**src/rtl/ddr3_wr_pkg.sv**
```systemverilog
// Shared constants and helpers for the DDR3 write output-enable scheduler.
// Slot numbering: one SCLK cycle carries two ECLK slots (T0 = even, T1 = odd).
package ddr3_wr_pkg;

  localparam int          SLOTS_PER_CYCLE = 2;
  localparam int          MAX_WL_DEF      = 16;
  localparam int          SCHED_DEPTH     = 2 * MAX_WL_DEF + 8;

  localparam int unsigned PREAMBLE_SLOTS  = 1;
  localparam int unsigned POSTAMBLE_SLOTS = 1;
  localparam int unsigned BURST_SLOTS     = 4;
  localparam int unsigned DQS_SLOTS       = PREAMBLE_SLOTS + BURST_SLOTS + POSTAMBLE_SLOTS;
  localparam int unsigned LVL_SLOTS       = 2;

  // Contiguous run of n ones starting at bit off.
  function automatic logic [SCHED_DEPTH-1:0] slot_mask(input int unsigned off,
                                                       input int unsigned n);
    logic [SCHED_DEPTH-1:0] m;
    m = '0;
    for (int unsigned i = 0; i < SCHED_DEPTH; i++) begin
      m[i] = (i >= off) && (i < off + n);
    end
    return m;
  endfunction

endpackage

```
**src/rtl/ddr3_slot_sched.sv**
```systemverilog
// One slot schedule: shifts down by one SCLK cycle (two slots) every clock and
// ORs in newly scheduled slots. Exposes the two slots of the current cycle.
module ddr3_slot_sched
  import ddr3_wr_pkg::*;
#(
  parameter int DEPTH = SCHED_DEPTH
) (
  input  logic             clk,
  input  logic             rst_n,
  input  logic [DEPTH-1:0] i_load,
  output logic [1:0]       o_slots,
  output logic             o_any
);

  logic [DEPTH-1:0] r_sched;

  // Advance the schedule by one cycle and merge in the new reservation.
  always_ff @(posedge clk or negedge rst_n) begin
    if (!rst_n) begin
      r_sched <= '0;
    end else begin
      r_sched <= {{SLOTS_PER_CYCLE{1'b0}}, r_sched[DEPTH-1:SLOTS_PER_CYCLE]} | i_load;
    end
  end

  assign o_slots = r_sched[1:0];
  assign o_any   = |r_sched;

endmodule

```
**src/rtl/ddr3_wr_oe_sched.sv**
```systemverilog
// DDR3 write-path output-enable scheduler for x2-geared DQS/DQ tristate cells.
// Accepts BL8 bursts, reserves preamble/data/postamble slots at the sampled
// write latency and flags the SCLK cycles (and starting phase) carrying data.
// Optional write-leveling support is compiled in with `define WR_LEVELING_EN.
module ddr3_wr_oe_sched
  import ddr3_wr_pkg::*;
#(
  parameter int MAX_WL = MAX_WL_DEF,
  parameter int DEPTH  = 2 * MAX_WL + 8
) (
  input  logic                        clk,
  input  logic                        rst_n,
  input  logic [$clog2(MAX_WL+1)-1:0] wl_eclk,
  input  logic                        wr_req,
  output logic                        wr_ack,
  output logic                        dqs_t0,
  output logic                        dqs_t1,
  output logic                        dq_t0,
  output logic                        dq_t1,
  output logic                        wr_data_en,
  output logic                        wr_data_phase,
  output logic                        busy
`ifdef WR_LEVELING_EN
  ,
  input  logic                        lvl_mode,
  input  logic                        lvl_pulse
`endif
);

  localparam int WL_W = $clog2(MAX_WL + 1);

  logic [WL_W-1:0]  w_wl;
  int unsigned      w_s;
  logic [1:0]       r_gap_cnt;
  logic [1:0]       w_gap_cnt;
  logic             w_lvl_mode;
  logic             w_lvl_fire;
  logic [DEPTH-1:0] w_dqs_load;
  logic [DEPTH-1:0] w_dq_load;
  logic [DEPTH-1:0] w_dat_load;
  logic [1:0]       w_dqs;
  logic [1:0]       w_dq;
  logic [1:0]       w_dat;
  logic             w_dqs_any;
  logic             w_dq_any;
  logic             w_dat_any;
  logic             w_data_en;
  logic             w_first;
  logic             w_phase;
  logic             r_prev_t1;
  logic             r_phase;

  // Clamp the requested latency into the supported 2..MAX_WL window.
  always_comb begin
    w_wl = wl_eclk;
    if (wl_eclk < WL_W'(2)) begin
      w_wl = WL_W'(2);
    end else if (wl_eclk > WL_W'(MAX_WL)) begin
      w_wl = WL_W'(MAX_WL);
    end
  end

  assign w_s = 32'(w_wl);

`ifdef WR_LEVELING_EN
  assign w_lvl_mode = lvl_mode;
  assign w_lvl_fire = lvl_pulse & ~w_dqs_any;
`else
  assign w_lvl_mode = 1'b0;
  assign w_lvl_fire = 1'b0;
`endif

  // w_gap_cnt includes the current cycle, so the second cycle after an
  // accept is eligible again: BL8 bursts can run seamlessly.
  assign w_gap_cnt = (r_gap_cnt == 2'd2) ? 2'd2 : r_gap_cnt + 2'd1;
  assign wr_ack    = wr_req & (w_gap_cnt >= 2'd2) & rst_n & ~w_lvl_mode;

  // Spacing counter: cleared on accept, otherwise counts up and saturates.
  always_ff @(posedge clk or negedge rst_n) begin
    if (!rst_n) begin
      r_gap_cnt <= '0;
    end else if (wr_ack) begin
      r_gap_cnt <= '0;
    end else begin
      r_gap_cnt <= w_gap_cnt;
    end
  end

  // Slot reservations for an accepted burst and for a leveling strobe.
  always_comb begin
    w_dqs_load = '0;
    w_dq_load  = '0;
    w_dat_load = '0;
    if (wr_ack) begin
      w_dqs_load = DEPTH'(slot_mask(w_s - PREAMBLE_SLOTS, DQS_SLOTS));
      w_dq_load  = DEPTH'(slot_mask(w_s, BURST_SLOTS));
      w_dat_load = w_dq_load;
    end
    if (w_lvl_fire) begin
      w_dqs_load = w_dqs_load | DEPTH'(slot_mask(w_s, LVL_SLOTS));
    end
  end

  ddr3_slot_sched #(.DEPTH(DEPTH)) u_dqs_oe (
    .clk     (clk),
    .rst_n   (rst_n),
    .i_load  (w_dqs_load),
    .o_slots (w_dqs),
    .o_any   (w_dqs_any)
  );

  ddr3_slot_sched #(.DEPTH(DEPTH)) u_dq_oe (
    .clk     (clk),
    .rst_n   (rst_n),
    .i_load  (w_dq_load),
    .o_slots (w_dq),
    .o_any   (w_dq_any)
  );

  ddr3_slot_sched #(.DEPTH(DEPTH)) u_dat (
    .clk     (clk),
    .rst_n   (rst_n),
    .i_load  (w_dat_load),
    .o_slots (w_dat),
    .o_any   (w_dat_any)
  );

  assign dqs_t0 = ~w_dqs[0];
  assign dqs_t1 = ~w_dqs[1];
  assign dq_t0  = ~w_dq[0];
  assign dq_t1  = ~w_dq[1];
  assign busy   = w_dqs_any;

  // A data cycle whose predecessor ended without data in T1 opens a burst;
  // the phase is taken there and held while the burst continues.
  assign w_data_en     = w_dat[0] | w_dat[1];
  assign w_first       = w_data_en & ~r_prev_t1;
  assign w_phase       = w_first ? (w_dat[1] & ~w_dat[0]) : r_phase;
  assign wr_data_en    = w_data_en;
  assign wr_data_phase = w_data_en & w_phase;

  // Remember last T1 data slot and the phase latched for the current burst.
  always_ff @(posedge clk or negedge rst_n) begin
    if (!rst_n) begin
      r_prev_t1 <= 1'b0;
      r_phase   <= 1'b0;
    end else begin
      r_prev_t1 <= w_dat[1];
      if (w_first) begin
        r_phase <= w_phase;
      end
    end
  end

  a_wl_range: assert property (@(posedge clk) disable iff (!rst_n)
    wr_ack |-> (wl_eclk >= WL_W'(2) && wl_eclk <= WL_W'(MAX_WL)));

  a_dq_in_dqs: assert property (@(posedge clk) disable iff (!rst_n)
    (w_dq_any | w_dat_any) |-> w_dqs_any);

endmodule

```
**config.mk**
```make
export PLATFORM = sky130hd
export DESIGN_NAME = ddr3_wr_oe_sched
export DESIGN_NICKNAME = d
export VERILOG_FILES = /design/src/rtl/ddr3_wr_pkg.sv /design/src/rtl/ddr3_slot_sched.sv /design/src/rtl/ddr3_wr_oe_sched.sv
export SDC_FILE = /design/constraint.sdc
export NUM_CORES = 1
export LEC_CHECK = 0
export ABC_AREA = 1
export CELL_PAD_IN_SITES_DETAIL_PLACEMENT = 0
export CELL_PAD_IN_SITES_GLOBAL_PLACEMENT = 2
export CORE_ASPECT_RATIO = 0.5
export CORE_UTILIZATION = 40
export DETAILED_ROUTE_END_ITERATION = 16
export DONT_BUFFER_PORTS = 1
export HOLD_SLACK_MARGIN = 0.05
export PLACE_DENSITY = 0.84
export SLEW_MARGIN = 25
export SYNTH_ARGS = -nofsm -noshare
export SYNTH_HDL_FRONTEND = slang
export SYNTH_SLANG_ARGS = --single-unit
```
**constraint.sdc**
```tcl
create_clock -name clk -period 2.1 [get_ports clk]
set_clock_uncertainty 0.05 [all_clocks]
set_input_delay 0.42 -clock clk [delete_from_list [all_inputs] [get_ports clk]]
set_output_delay 0.42 -clock clk [all_outputs]
set_load 0.03 [all_outputs]
```
======== Word-level counts from Yosys, hierarchy flattened ========
Index checks and enable logic that the tools add are counted.
word-level totals
  word-level logic and storage cells ...... 277
  memories ................................ 0
  RAM bits ................................ 0
  output and inout port bits .............. 8
  latch bits .............................. 0
  bits in read-only memories .............. 0
  register bits after elaboration ......... 124
operators by class
  add/sub/neg operators ................... 4
  div/mod/pow operators ................... 0
  magnitude comparators ................... 163
  muxes and demuxes ....................... 7
  reduce and logical (&&, ||, !) cells .... 81
  multipliers ............................. 0
  equality and inequality tests ........... 1
  bitwise gates (word level) .............. 15
  shift-type cells ........................ 0
operators by type and width
  cell                   number
  $lt A5 B32 Y1 const A  32
  $ge A5 B32 Y1 const A  16
  $lt A4 B32 Y1 const A  16
  $lt A6 B32 Y1 const A  15
  $ge A4 B32 Y1 const A  8
  $ge A6 B32 Y1 const A  8
  $lt A3 B32 Y1 const A  8
  $ge A3 B32 Y1 const A  4
  $lt A1 B32 Y1 const A  4
  $lt A2 B32 Y1 const A  4
  $or A38 B40 Y40        3
  $ge A5 B5 Y1 const A   16
  $logic_and A1 B1 Y1    80
  $mux W40               2
  $ge A1 B32 Y1 const A  2
  $ge A2 B32 Y1 const A  2
  $ge A6 B5 Y1 const A   8
  $ge A4 B5 Y1 const A   8
  $reduce_or A40 Y1      1
  $ge A3 B5 Y1 const A   4
  $ge A1 B5 Y1 const A   2
  $ge A2 B5 Y1 const A   2
  $mux W5                2
  $add A6 B4 Y7 const B  1
  13 further kinds       23

======== Logic depth before layout (Yosys ltp) ========
  depth in word-level cells ............... 9
  mapped depth ............................ 18

======== By module ========
Synthesis repeated with hierarchy kept, for this count alone.
second synthesis, totals
  cells, all modules ...................... 675
  area, all modules ....................... 6049.6 um^2
by module, submodules not included
  module            instances  seq. area each (um^2)  area each (um^2)  cells an instance
  ddr3_slot_sched   3          1001.0                 1398.8            115
  ddr3_wr_oe_sched  1          100.1                  1853.0            330

======== Worst setup path after synthesis ========
OpenSTA, ideal clock, no wires.
  kind .................................... input -> register
  from .................................... in wl_eclk[4]
  to ...................................... reg u_dqs_oe.r_sched[30]
  data arrival time ....................... 2.656 ns
  required time ........................... 1.933 ns
  slack ................................... -0.723 ns
  stages on the path ...................... 15
  setup time .............................. 0.117 ns
  cells stage by stage .................... nor2_1 > inv_1 > nor2_1 > nor2_1 > inv_1 > ha_1 > inv_1 > ha_1 > inv_1 > clkbuf_1 > nor2_1 > nand2_1 > nand2_1 > nand3_1 > nand2_1
on the way
  word-level cells in the longest chain between the ends .. 9
RTL lines
  item                     RTL line                source
  from (decl)              ddr3_wr_oe_sched.sv:13  input logic [$clog2(MAX_WL+1)-1:0] wl_eclk,
  $gt A5 B5 Y1             ddr3_wr_oe_sched.sv:58  end else if (wl_eclk > WL_W'(MAX_WL)) begin
  $mux W5                  ddr3_wr_oe_sched.sv:58
  $mux W5 (*)              ddr3_wr_oe_sched.sv:56  if (wl_eclk < WL_W'(2)) begin
  $sub A5 B1 Y6 (*)        ddr3_wr_oe_sched.sv:95  w_dqs_load = DEPTH'(slot_mask(w_s - PREAMBLE_SLOTS, DQS_SLOTS));
  $add A6 B4 Y7            ddr3_wr_pkg.sv:21       m[i] = (i >= off) && (i < off + n);
  $lt A5 B32 Y1            ddr3_wr_pkg.sv:21
  $logic_and A1 B1 Y1 (*)  ddr3_wr_pkg.sv:21
  $mux W40 (*)             ddr3_wr_oe_sched.sv:94  if (wr_ack) begin
  $or A38 B40 Y40 (*)      ddr3_slot_sched.sv:22   r_sched <= {{SLOTS_PER_CYCLE{1'b0}}, r_sched[DEPTH-1:SLOTS_PER_CYCLE]} | i_load;
  to (signal assigned)     ddr3_slot_sched.sv:22
  to (decl)                ddr3_slot_sched.sv:15   logic [DEPTH-1:0] r_sched;
Every way passes the cells marked *; elsewhere a longest branch is shown, timed or not.
A chain may end at the register's enable or synchronous reset.

======== Worst setup path in the final report ========
  from .................................... reg u_dqs_oe.r_sched[17]
  to ...................................... out busy
on the way
  word-level cells in the longest chain between the ends .. 1
RTL lines
  item               RTL line                source
  $reduce_or A40 Y1  ddr3_slot_sched.sv:27   assign o_any = |r_sched;
  to (decl)          ddr3_wr_oe_sched.sv:22  output logic busy
No other way between the ends.

==> flow_summary_export.csv <==
group,metric,value,unit
power,leakagePower,2.60,nW
job,drv_cap,0,
detailed_routing,initialDrtViolationCount,223,
synthesis,async_flop_share,100,%
grt,grt_max_degree,86,
power,comb_power_share,30.4,%
synthesis,yosys.cell_types.count,39,
sta,worst_slack,0.0221,ns
sta,setup_viol,0,
sta,period_share,98.9,%
detailed_routing,wl_per_cell,16.4,µm
critical_path,rrSetupSlack,0.45,ns
floorplan,design.core.area,10300,µm²
synthesis,ys_seq_area_share,48.9,%
clock_tree,cts-htree-levels,3,
placement,dpl.hpwl,8760,µm
sta,period_minus_slack,2.08,ns
critical_path,critPathCaptureType,"output port",
critical_path,crit_arrival,1.61,ns
status,violations,"negative hold slack",
detailed_routing,wirelength,11500,µm
sta,hold_viol_final,84,
synthesis,synth_edf_count,0,
final_layout,regArea,2100,µm²
synthesis,synthFlopType,"dfrtp_1",
final_layout,multi_input_area,2100,µm²
floorplan,fp.dieH,75.3,µm
detailed_routing,vias,3493,
critical_path,startpoint_type,"register",
synthesis,ys_top_cells_by_count,"86 x nand2_1, 84 x dfrtp_1, 61 x inv_1, 41 x nor2_1, 26 x o21bai_1",
floorplan,std_cell_rows,26,
placement,io_buffers,0,
synthesis,synth_top_area_cell,"dfrtp_1",
grt,gr-usage-all-layers,22.6,%
critical_path,r2r-end,"u_dqs_oe.r_sched[0]",
power,power.total,5.69,mW
final_layout,antenna_cells,0,
placement,dp_slack,-0.233,ns
detailed_routing,drtPass1Iterations,4,
synthesis,synth_area_leaders,"dfrtp_1 49%, nand2_1 7.5%, inv_1 5.3%, ha_1 4.9%, o21bai_1 4.5%",
critical_path,crit_type,"register to output port",
floorplan,dieWidth,149,µm
clock_tree,cts_tree,"done",
sta,report.final.slew_viol_count,0,
synthesis,netlist_area,4300,µm²
floorplan,io_pins,16,
power,p_sw,2.00,mW
clock_tree,clockBufferDepth,2,
detailed_routing,antenna_left,0,
final_layout,syn_to_final_growth,27.3,%
floorplan,die-area,11200,µm²
final_layout,layout-drive-gt1-share,31.2,%
synthesis,synth_seq_cells,84,
clock_tree,clk_latency,0.35,ns
power,p_sw_share,35.1,%
final_layout,fill_cells,949,
detailed_routing,viasPerCell,5.01,
sta,fin_setup_tns,0,ns
clock_tree,cts_buffers,9,
power,pwr-share-seq,41.9,%
min_path,hold_path_class,"input pin to async pin",
power,clkPwrFrac,27.8,%
synthesis,synth_cells,488,
sta,rsz0062_at_grt,"yes",
status,status,"finished with violations",
final_layout,fin_nets,577,
critical_path,crit_fanout,2,
placement,gp_congestion,0.838,
grt,antenna_found_initial,0,
synthesis,synth_top_area_share,48.9,%
clock_tree,cts_sinks,84,
clock_tree,cts_root_buf,"clkbuf_16",
power,peakVddDrop,431,µV
critical_path,r2r_cells,8,
clock_tree,clk_pin_slew,0.08,ns
synthesis,yosysMostFrequentCell,"nand2_1",
synthesis,yosys_warnings,0,
synthesis,syn_avg_cell_area,8.81,µm²
critical_path,crit_required,1.63,ns
sta,timing.fmax,481,MHz
grt,grt_overflow,0,
grt,grt_pass1_wl,18600,µm
power,p_per_area,1040,nW/µm²
detailed_routing,drc,0,
grt,grt_pass1_vias,3484,
power,p_int,3.69,mW
floorplan,start_util,41.7,%
critical_path,r2r-start,"r_gap_cnt[0]",
sta,hold_ws,-0.294,ns
how the worst max path moves through the flow:
stage | to | from | cells past startpoint | slack (ns)
detailed placement | u_dqs_oe.r_sched[11] | wl_eclk[4] | 15 | -0.23
CTS | busy | u_dqs_oe.r_sched[3] | 4 | -0.02
global placement | u_dqs_oe.r_sched[11] | wl_eclk[4] | 15 | -0.24
finish | busy | u_dqs_oe.r_sched[17] | 5 | 0.02
floorplan | u_dqs_oe.r_sched[11] | wl_eclk[2] | 16 | -0.20
global route | busy | u_dqs_oe.r_sched[16] | 5 | -0.12
logic make-up (layout without fill, tap and decap cells):
kind of cell / count (synthesis) / count (layout) / share of synthesized area [%]
buffers and inverters: 85 / 153 / 7.97
flip-flops: 84 / 84 / 48.9
AND/OR/NAND/NOR: 194 / 194 / 21.4
other: 1 / 2 / 0.0872
AO/OA/AOI/OAI: 107 / 107 / 16.7
adder cells (fa/ha/maj): 17 / 17 / 4.95
power groups by stage:
stage	clock [mW]	sequential, mW	combinational [mW]
after floorplan	0	2.29	1.20
after global placement	0	2.38	1.64
after detailed placement	0	2.39	1.65
after CTS	1.62	2.39	1.68
after global routing	1.68	2.44	1.93
final	1.58	2.38	1.73
critical path, stage by stage (launching register included):
cell     delay, ns
dfrtp_1       0.43
nor4_2        0.24
buf_4         0.16
nand4_1       0.11
nor2_2        0.18
nand3_4       0.14
final cells by class:
class                           instances  share of cell area (%)
Clock inverter                          7                    1.23
Tap cell                              140                    3.20
Sequential cell                        84                    38.4
Inverter                               66                    4.75
Clock buffer                            9                    4.11
Multi-Input combinational cell        320                    38.3
Timing Repair Buffer                   71                    9.97
layout by cell type (no fill, tap or decap), types with 6 or more instances in the layout:
cell,n
inv_2,9
ha_1,12
o21bai_2,6
o21bai_1,26
nor2_4,8
o21ai_0,23
clkbuf_16,9
nand2_2,6
a21oi_1,13
dfrtp_1,84
a31o_2,10
nand2_1,83
nor4_1,6
or2_2,6
inv_1,52
nand3_2,6
nand3_1,18
buf_4,70
nor2_1,33
per-layer routing:
metal	GRT usage, %	vias to the layer above	part of all wire, %
li1	-	1729	-
met3	4.73	15	4.0
met1	31.1	1688	50
met4	6.87	0	1.2
met5	0	-	0
met2	36.4	61	45
sequential cells by signal, summed over array words and instances, names as in the netlist:
signal / cells
u_dat.r_sched: 1
u_dq_oe.r_sched: 39
u_dqs_oe.r_sched: 40
r_prev_t1: 1
r_phase: 1
r_gap_cnt: 2
metrics by stage:
stage          instances  area, µm²  util [%]
2_1_floorplan        489       4500         -
3_3_place_gp         680       5090      49.3
3_5_place_dp         680       5090      49.3
4_1_cts              696       5410      52.5
5_1_grt              697       5470      53.1
6_report             697       5470      53.1
timing repair:
action                                  CTS  global route
buffers inserted                          0             1
endpoints found under the hold margin    84            84
cloned                                    0             0
endpoints found under the setup margin    1            11
gates resized for setup                   5            14
pin swaps                                 3             2
No activity file was read; power rests on OpenSTA's default activity.
